--- config.mk ---
export PLATFORM = sky130hd
export DESIGN_NAME = traffic_phase_ctrl
export DESIGN_NICKNAME = d
export VERILOG_FILES = /design/src/rtl/traffic_pkg.sv /design/src/rtl/phase_timer.sv /design/src/rtl/traffic_phase_ctrl.sv
export SDC_FILE = /design/constraint.sdc
export NUM_CORES = 1
export LEC_CHECK = 0
export CORE_UTILIZATION = 29
export CTS_CLUSTER_SIZE = 8
export DETAILED_ROUTE_END_ITERATION = 16
export HOLD_SLACK_MARGIN = 0.1
export SLEW_MARGIN = 20
export SYNTH_ARGS = -nofsm -noshare
export SYNTH_HDL_FRONTEND = slang
export SYNTH_SLANG_ARGS = --single-unit
--- constraint.sdc ---
create_clock -name clk -period 2.39 [get_ports clk]
set_input_delay 0.478 -clock clk [delete_from_list [all_inputs] [get_ports clk]]
set_output_delay 0.478 -clock clk [all_outputs]
set_load 0.005 [all_outputs]
--- src/rtl/traffic_pkg.sv ---
// Shared types for the highway/farm-road light sequencer: state and light encodings plus light decode.
// The AR state is only reachable when the design is built with ALL_RED_EN.
package traffic_pkg;

  typedef enum logic [2:0] {
    HG = 3'd0,
    HY = 3'd1,
    FG = 3'd2,
    FY = 3'd3,
    AR = 3'd4
  } state_e;

  typedef enum logic [1:0] {
    RED    = 2'b00,
    YELLOW = 2'b01,
    GREEN  = 2'b10
  } light_e;

  typedef struct packed {
    light_e hwy;
    light_e farm;
  } lights_t;

  // Light pair shown while in a given state; anything unknown shows all red.
  function automatic lights_t decode_lights(state_e s);
    lights_t l;
    l.hwy  = RED;
    l.farm = RED;
    case (s)
      HG:      l.hwy  = GREEN;
      HY:      l.hwy  = YELLOW;
      FG:      l.farm = GREEN;
      FY:      l.farm = YELLOW;
      default: ;
    endcase
    return l;
  endfunction

endpackage

--- src/rtl/phase_timer.sv ---
// Per-phase tick down-counter: reloads on load, decrements on tick_en, saturates at zero.
// done marks a tick cycle on which the phase has no ticks left.
module phase_timer #(
  parameter int unsigned CNT_W = 8
) (
  input  logic             clk,
  input  logic             load,
  input  logic [CNT_W-1:0] load_val,
  input  logic             tick_en,
  output logic             done
);

  logic [CNT_W-1:0] r_count;

  always_ff @(posedge clk) begin
    if (load) begin
      r_count <= load_val;
    end else if (tick_en && (r_count != '0)) begin
      r_count <= r_count - CNT_W'(1);
    end
  end

  assign done = tick_en && (r_count == '0);

endmodule

--- src/rtl/traffic_phase_ctrl.sv ---
// Highway/farm-road traffic-light Moore sequencer with tick-based per-phase timing.
// Define ALL_RED_EN to insert an all-red clearance phase (T_AR ticks) after each yellow.
module traffic_phase_ctrl
  import traffic_pkg::*;
#(
  parameter int unsigned CNT_W    = 8,
  parameter int unsigned T_HG_MIN = 5,
  parameter int unsigned T_Y      = 1,
`ifdef ALL_RED_EN
  parameter int unsigned T_FG_MAX = 5,
  parameter int unsigned T_AR     = 1
`else
  parameter int unsigned T_FG_MAX = 5
`endif
) (
  input  logic       clk,
  input  logic       rst_n,
  input  logic       tick_en,
  input  logic       car,
  output logic [1:0] hwy_light,
  output logic [1:0] farm_light,
  output logic       phase_start,
  output logic [2:0] state_o
);

  state_e           r_state;
  light_e           r_hwy;
  light_e           r_farm;
  logic             r_phase_start;
`ifdef ALL_RED_EN
  logic             r_from_fy;
`endif
  state_e           w_next;
  logic             w_done;
  logic             w_load;
  logic [CNT_W-1:0] w_load_val;
  lights_t          w_lights;

  // Timer reload value for a state: the phase spans exactly that many ticks.
  function automatic logic [CNT_W-1:0] dur_of(state_e s);
    logic [CNT_W-1:0] d;
    d = CNT_W'(T_HG_MIN - 1);
    case (s)
      HY, FY:  d = CNT_W'(T_Y - 1);
      FG:      d = CNT_W'(T_FG_MAX - 1);
`ifdef ALL_RED_EN
      AR:      d = CNT_W'(T_AR - 1);
`endif
      default: ;
    endcase
    return d;
  endfunction

  // Next-state decision; all transitions wait for a tick cycle.
  always_comb begin
    w_next = r_state;
    case (r_state)
      HG: if (w_done && car) w_next = HY;
`ifdef ALL_RED_EN
      HY: if (w_done) w_next = AR;
      FG: if (w_done || (tick_en && !car)) w_next = FY;
      FY: if (w_done) w_next = AR;
      AR: if (w_done) w_next = r_from_fy ? HG : FG;
`else
      HY: if (w_done) w_next = FG;
      FG: if (w_done || (tick_en && !car)) w_next = FY;
      FY: if (w_done) w_next = HG;
`endif
      default: w_next = HG;
    endcase
  end

  // Reset and every state change reload the timer for the phase being entered.
  assign w_load     = !rst_n || (w_next != r_state);
  assign w_load_val = rst_n ? dur_of(w_next) : dur_of(HG);
  assign w_lights   = decode_lights(w_next);

  phase_timer #(
    .CNT_W (CNT_W)
  ) u_timer (
    .clk      (clk),
    .load     (w_load),
    .load_val (w_load_val),
    .tick_en  (tick_en),
    .done     (w_done)
  );

  always_ff @(posedge clk) begin
    if (!rst_n) begin
      r_state       <= HG;
      r_hwy         <= GREEN;
      r_farm        <= RED;
      r_phase_start <= 1'b0;
`ifdef ALL_RED_EN
      r_from_fy     <= 1'b0;
`endif
    end else begin
      r_state       <= w_next;
      r_hwy         <= w_lights.hwy;
      r_farm        <= w_lights.farm;
      r_phase_start <= (w_next != r_state);
`ifdef ALL_RED_EN
      if ((w_next == AR) && (r_state != AR)) begin
        r_from_fy <= (r_state == FY);
      end
`endif
    end
  end

  assign hwy_light   = r_hwy;
  assign farm_light  = r_farm;
  assign phase_start = r_phase_start;
  assign state_o     = r_state;

endmodule

==> flow_summary.json, run 1 <==
{
  "io_buffer_count": 11,
  "yosys.cell_types.count": 31,
  "drtIter0Drc": 7,
  "worst_path_largest_cell_delay_ns": 0.45,
  "fp-row-count": 19,
  "die_area_um2": 3080,
  "residual_drc": 0,
  "post_drt_wl_per_cell_um": 11.8,
  "max_cap_viol_count": 0,
  "top_signal_layer_used": "met4",
  "route.final.wire_length_um": 1430,
  "flow.area_growth_from_synthesis_pct": 23.2,
  "finalSetupViolCount": 0,
  "synthArstFlopShare": 0,
  "regToRegEndpoint": "u_timer.r_count[3]",
  "routed-wl-met2_um": 607,
  "final_core_util": 0.374,
  "synth_largest_type_area_fraction": 0.290,
  "h-tree-depth": 1,
  "drv_slew": 0,
  "mean_instance_size_in_the_synthesized_netlist_um2": 11.1,
  "hpwlAfterDp_um": 1070,
  "powerDensity_nw_per_um2": 559,
  "drt-vias-per-instance": 4.79,
  "synth_largest_area_cell": "edfxtp_1",
  "rsz_0062_raised_after_global_routing": "false",
  "synth.net_count": 81,
  "setup.worst_path.start": "u_timer.r_count[0]",
  "end_kind": "flip-flop",
  "worstSetupPathType": "reg2reg",
  "power.static_leakage_nw": 0.357,
  "path_clk_slew_ns": 0.09,
  "postCtsSetupRepairBufs": 0,
  "final_cells": 121,
  "cp_data_required_time_ns": 2.35,
  "critical_path_depth": 6,
  "cts_tree": "done",
  "worst_clock_skew_ns": 0.000887,
  "endpoint": "u_timer.r_count[3]",
  "max-clock-path-buffers": 2,
  "syn_inst_count": 75,
  "clkLatencyLatePin_ns": 0.27,
  "layout-drive-gt1-share": 0.178,
  "final_design_area_no_fill_um2": 1020,
  "cts_hold_buf": 0,
  "worst_reg2reg_path_depth": 6,
  "grtUsageTotal": 0.102,
  "via_count": 580,
  "initial_core_util": 0.303,
  "drtAntennaViolNets": 0,
  "synth_top_cells_by_area": "edfxtp_1 29%, dfxtp_1 19%, nor2_1 5.4%",
  "synth-edff-count": 8,
  "synthesis.yosys.warnings": 0,
  "vdd_drop_max_v": 0.000326,
  "dpl_cell_area_um2": 986,
  "cts_root_buf": "clkbuf_4",
  "cp_cell_sequence": "inv_1 > ha_1 > nor3b_2 > nand3_4 > o21ai_2 > a21o_1",
  "total_cts_buffers": 3,
  "crit-reg2reg-launch": "u_timer.r_count[0]",
  "status": "completed",
  "dieWidth_um": 55.5,
  "timing.max_slew.rel_slack": 0.665,
  "min_period_ns": 2.02,
  "period_share": 0.847,
  "first_pass_grt_wire_length_um": 2500,
  "via_count_of_the_first_global_routing_pass": 558,
  "globalRoute.totalOverflow": 0,
  "cp_num_buf_inv": 1,
  "critPathMaxFanout": 8,
  "synth_area_um2": 830,
  "hp-class": "reg2reg",
  "diodes": 0,
  "regToRegSetupSlack_ns": 0.37,
  "grt_max_degree": 10,
  "critical-path-top-delay-family": "simple AND/OR/NAND/NOR gates",
  "timing.critical_path.arrival_ns": 1.98,
  "number_of_top_level_design_ports": 12,
  "timing.fmax_mhz": 494,
  "final-hold-violation-count": 0,
  "timing.critical_path.from_type": "flip-flop",
  "grt_antenna_before_repair": 0,
  "synth_ff_type": "edfxtp_1",
  "drt_pass1_iterations": 4,
  "slowest_cell_on_the_critical_path": "edfxtp_1",
  "synth_seq_cells": 16,
  "gp_routability_congestion": 0.707,
  "setup-tns-final_ns": 0,
  "met3_wirelength_um": 40,
  "dp.cells": 117,
  "synth.yosys.seq_area_share": 0.483,
  "placeableCoreArea_um2": 2730,
  "clkSinkCount": 16,
  "finalNetCount": 97,
  "detail_route.wirelength.met1_um": 775,
  "worst-slew-pin-transition_ns": 0.499,
  "ctsResizeCount": 0,
  "dieHeight_um": 55.5
}
[Yosys cell counts (2+ instances only)]
cell,number
nand2_1,4
nor2_1,12
nor2b_1,2
a21o_1,4
clkbuf_1,2
xor2_1,3
edfxtp_1,8
inv_1,3
xnor2_1,3
dfxtp_1,8
nor3_1,2
a31oi_1,2
nor3b_2,3
ha_1,2
[worst min-delay path by stage]
stage | cells after the start | endpoint | slack [ns] | startpoint
floorplan | 1 | u_timer.r_count[0] | 0.58 | u_timer.r_count[0]
global placement | 1 | u_timer.r_count[0] | 0.62 | u_timer.r_count[0]
detailed placement | 1 | u_timer.r_count[0] | 0.63 | u_timer.r_count[0]
CTS | 1 | u_timer.r_count[0] | 0.65 | u_timer.r_count[0]
global route | 1 | u_timer.r_count[0] | 0.68 | u_timer.r_count[0]
finish | 1 | u_timer.r_count[0] | 0.64 | u_timer.r_count[0]
[per-layer routing]
| metal | vias to the layer above | track usage |
|---|---|---|
| met5 | - | 0 |
| met4 | 0 | 0.0321 |
| met3 | 2 | 0.0211 |
| met2 | 14 | 0.143 |
| met1 | 262 | 0.157 |
| li1 | 302 | - |
[flip-flops by register name, summed over array words and instances (netlist names)]
signal / count
phase_start: 1
u_timer.r_count: 8
farm_light: 2
state_o: 3
hwy_light: 2
[final cells by class]
type                       count  area (um^2)
fill                         266         1710
clock buffer                   4         36.3
sequential                    16          400
timing repair buffer          13          125
multi-input combinational     54          410
inverter                       3         11.3
tap                           31         38.8
[report_power, final]
| group | switching [mW] | internal, mW | total, mW |
|---|---|---|---|
| clock | 0.0764 | 0.0925 | 0.169 |
| sequential | 0.0177 | 0.304 | 0.322 |
| combinational | 0.0431 | 0.0377 | 0.0807 |
[stage by stage]
| step | hold WS (ns) | power [mW] | worst slack, ns |
|---|---|---|---|
| after global placement | 0.620 | 0.408 | 0.334 |
| after global routing | 0.683 | 0.609 | 0.177 |
| after floorplan | 0.583 | 0.381 | 0.483 |
| after detailed placement | 0.633 | 0.408 | 0.317 |
| final | 0.645 | 0.571 | 0.366 |
| after CTS | 0.647 | 0.582 | 0.358 |
[layout by cell type, fill, tap and decap left out, types with 2 or more instances in the layout]
| cell type | count |
|---|---|
| a31oi_1 | 2 |
| nor2_1 | 12 |
| xor2_1 | 3 |
| nor3b_2 | 3 |
| nor2b_1 | 2 |
| edfxtp_1 | 8 |
| nor3_1 | 2 |
| xnor2_1 | 3 |
| a21o_1 | 4 |
| inv_1 | 3 |
| clkdlybuf4s50_1 | 11 |
| clkbuf_4 | 3 |
| ha_1 | 2 |
| dfxtp_1 | 8 |
| nand2_1 | 4 |
| buf_4 | 2 |
[worst reg2reg max path: cells and delay by family (launching register included)]
family	cells	cell delay (ns)
AND/OR/NAND/NOR	2	0.55
buffers and inverters	1	0.11
AO/OA/AOI/OAI	2	0.47
flip-flops	1	0.45
adder cells (fa/ha/maj)	1	0.13
[kinds of logic after synthesis]
kind of cell	synth area share
simple gates	0.265
buf+inv	0.0226
flops	0.483
compound gates	0.131
fa+ha+maj	0.0302
xor+xnor	0.0634
other cells	0.00452
Power figures use the tool's default switching activity.
==> run 2, diff against run 1 <==
==> constraint.sdc (replaced) <==
create_clock -name clk -period 1.9 [get_ports clk]
set_input_delay 0.38 -clock clk [delete_from_list [all_inputs] [get_ports clk]]
set_output_delay 0.38 -clock clk [all_outputs]
set_load 0.005 [all_outputs]
==> flow_summary.json, run 2 (same netlist as run 1, synthesis figures left out) <==
{
  "gp_routability_congestion": 0.857,
  "min_period_ns": 1.82,
  "placeableCoreArea_um2": 2730,
  "die_area_um2": 3080,
  "hpwlAfterDp_um": 1210,
  "fillers": 276,
  "final-hold-violation-count": 0,
  "vdd_drop_max_v": 0.000432,
  "drt_pass1_iterations": 4,
  "clkSinkCount": 16,
  "hp-class": "reg2reg",
  "residual_drc": 0,
  "io_buffer_count": 11,
  "largest_register": "u_timer.r_count",
  "flow.area_growth_from_synthesis_pct": 34.5,
  "cell_depth_of_the_worst_min_delay_path": 3,
  "route.final.wire_length_um": 1590,
  "max-clock-path-buffers": 2,
  "cts_root_buf": "clkbuf_4",
  "fp-row-count": 19,
  "drtAntennaViolNets": 0,
  "drtIter0Drc": 19,
  "number_of_top_level_design_ports": 12,
  "dieHeight_um": 55.5,
  "setup_slack_ns": 0.0817,
  "timing.fmax_mhz": 550,
  "max_cap_viol_count": 0,
  "via_count": 633,
  "grt_max_degree": 10,
  "drv_slew": 0,
  "largest_register_ffs": 8,
  "powerDensity_nw_per_um2": 678,
  "cp_num_buf_inv": 2,
  "worst_reg2reg_path_depth": 7,
  "via_count_of_the_first_global_routing_pass": 633,
  "cp_cell_sequence": "inv_1 > ha_1 > nor3b_4 > nand3_4 > o21ai_2 > a21o_1 > buf_12",
  "grt_antenna_before_repair": 0,
  "dieWidth_um": 55.5,
  "cts_hold_buf": 0,
  "grtUsageTotal": 0.117,
  "clkLatencyLatePin_ns": 0.28,
  "mostFrequentLayoutCells": "12 x nor2_1, 11 x clkdlybuf4s50_1, 11 x buf_4, 8 x dfxtp_1, 8 x edfxtp_1",
  "critical-path-top-delay-family": "simple AND/OR/NAND/NOR gates",
  "globalRoute.totalOverflow": 0,
  "post_drt_wl_per_cell_um": 12.2,
  "slowest_cell_on_the_critical_path": "edfxtp_1",
  "finalSetupViolCount": 0,
  "layout-drive-gt1-share": 0.270,
  "final_core_util": 0.408,
  "diodes": 0,
  "post-place-ws_ns": 0.0191,
  "end_kind": "flip-flop",
  "final_cells": 131,
  "cts_tree": "done",
  "cp_data_required_time_ns": 1.90,
  "period_share": 0.957,
  "drt-vias-per-instance": 4.83,
  "worst_path_largest_cell_delay_ns": 0.40,
  "path_clk_slew_ns": 0.10,
  "critPathMaxFanout": 8,
  "worstSetupPathType": "reg2reg",
  "h-tree-depth": 1,
  "critical_path_depth": 7,
  "power.static_leakage_nw": 0.413,
  "first_pass_grt_wire_length_um": 2850,
  "total_cts_buffers": 3,
  "worst_clock_skew_ns": 0.0148,
  "final_common_cell": "nor2_1",
  "timing.critical_path.from_type": "flip-flop",
  "finalNetCount": 107,
  "timing.critical_path.arrival_ns": 1.82,
  "initial_core_util": 0.303,
  "status": "completed",
  "dp.cells": 125
}
==> run 2: cell types whose count changed in the layout (fill, tap and decap cells not counted) <==
cell     previous run  this run
inv_2               0         1
buf_12              0         1
buf_4               2        11
inv_1               3         2
nor3b_4             0         1
nor3b_2             3         2
==> run 2: where the power goes <==
group          total, mW  switching, mW  internal, mW
Combinational      0.138         0.0646        0.0735
Sequential         0.402         0.0195         0.382
Clock              0.217          0.101         0.117
Total              0.757          0.185         0.572
==> run 2: timing repair <==
| item | CTS | global route |
|---|---|---|
| setup buffers | 0 | 2 |
| endpoints found under the hold margin | 0 | 0 |
| gates resized for setup | 0 | 1 |
| endpoints found under the setup margin | 0 | 8 |
==> run 2: worst paths after layout <==
kind         slack [ns]            endpoint               start
max                0.08  u_timer.r_count[0]  u_timer.r_count[0]
min                0.67         phase_start          state_o[2]
max reg2reg        0.08  u_timer.r_count[0]  u_timer.r_count[0]
min reg2reg        0.67         phase_start          state_o[2]
==> run 2: worst min-delay path, stage by stage (launching register included) <==
cell     delay, ns
dfxtp_1       0.42
a31oi_1       0.05
o21ai_0       0.07
and2_1        0.11
==> run 2: layer usage <==
metal	wire, um	vias up	part of all wire	global-route usage
li1	-	316	-	-
met5	0	-	0	0
met3	48	0	0.030	0.0304
met1	741	304	0.46	0.158
met2	804	13	0.50	0.181
met4	0	0	0	0.0429
==> run 2: metrics by stage <==
step / total power, mW / cell area (um^2) / hold WS, ns / TNS (ns)
CTS: 0.758 / 1100 / 0.680 / 0
finish: 0.757 / 1120 / 0.674 / 0
global placement: 0.536 / 1060 / 0.640 / 0
global route: 0.810 / 1120 / 0.671 / -0.138
detailed placement: 0.537 / 1060 / 0.655 / 0
floorplan: 0.485 / 836 / 0.502 / 0
==> run 2: layout make-up <==
| class | count | area (um^2) | share of cell area |
|---|---|---|---|
| clock buffer | 4 | 36.3 | 0.0325 |
| inverter | 3 | 11.3 | 0.0101 |
| multi-input combinational | 54 | 417 | 0.373 |
| sequential | 16 | 400 | 0.359 |
| tap | 31 | 38.8 | 0.0348 |
| timing repair buffer | 23 | 213 | 0.191 |
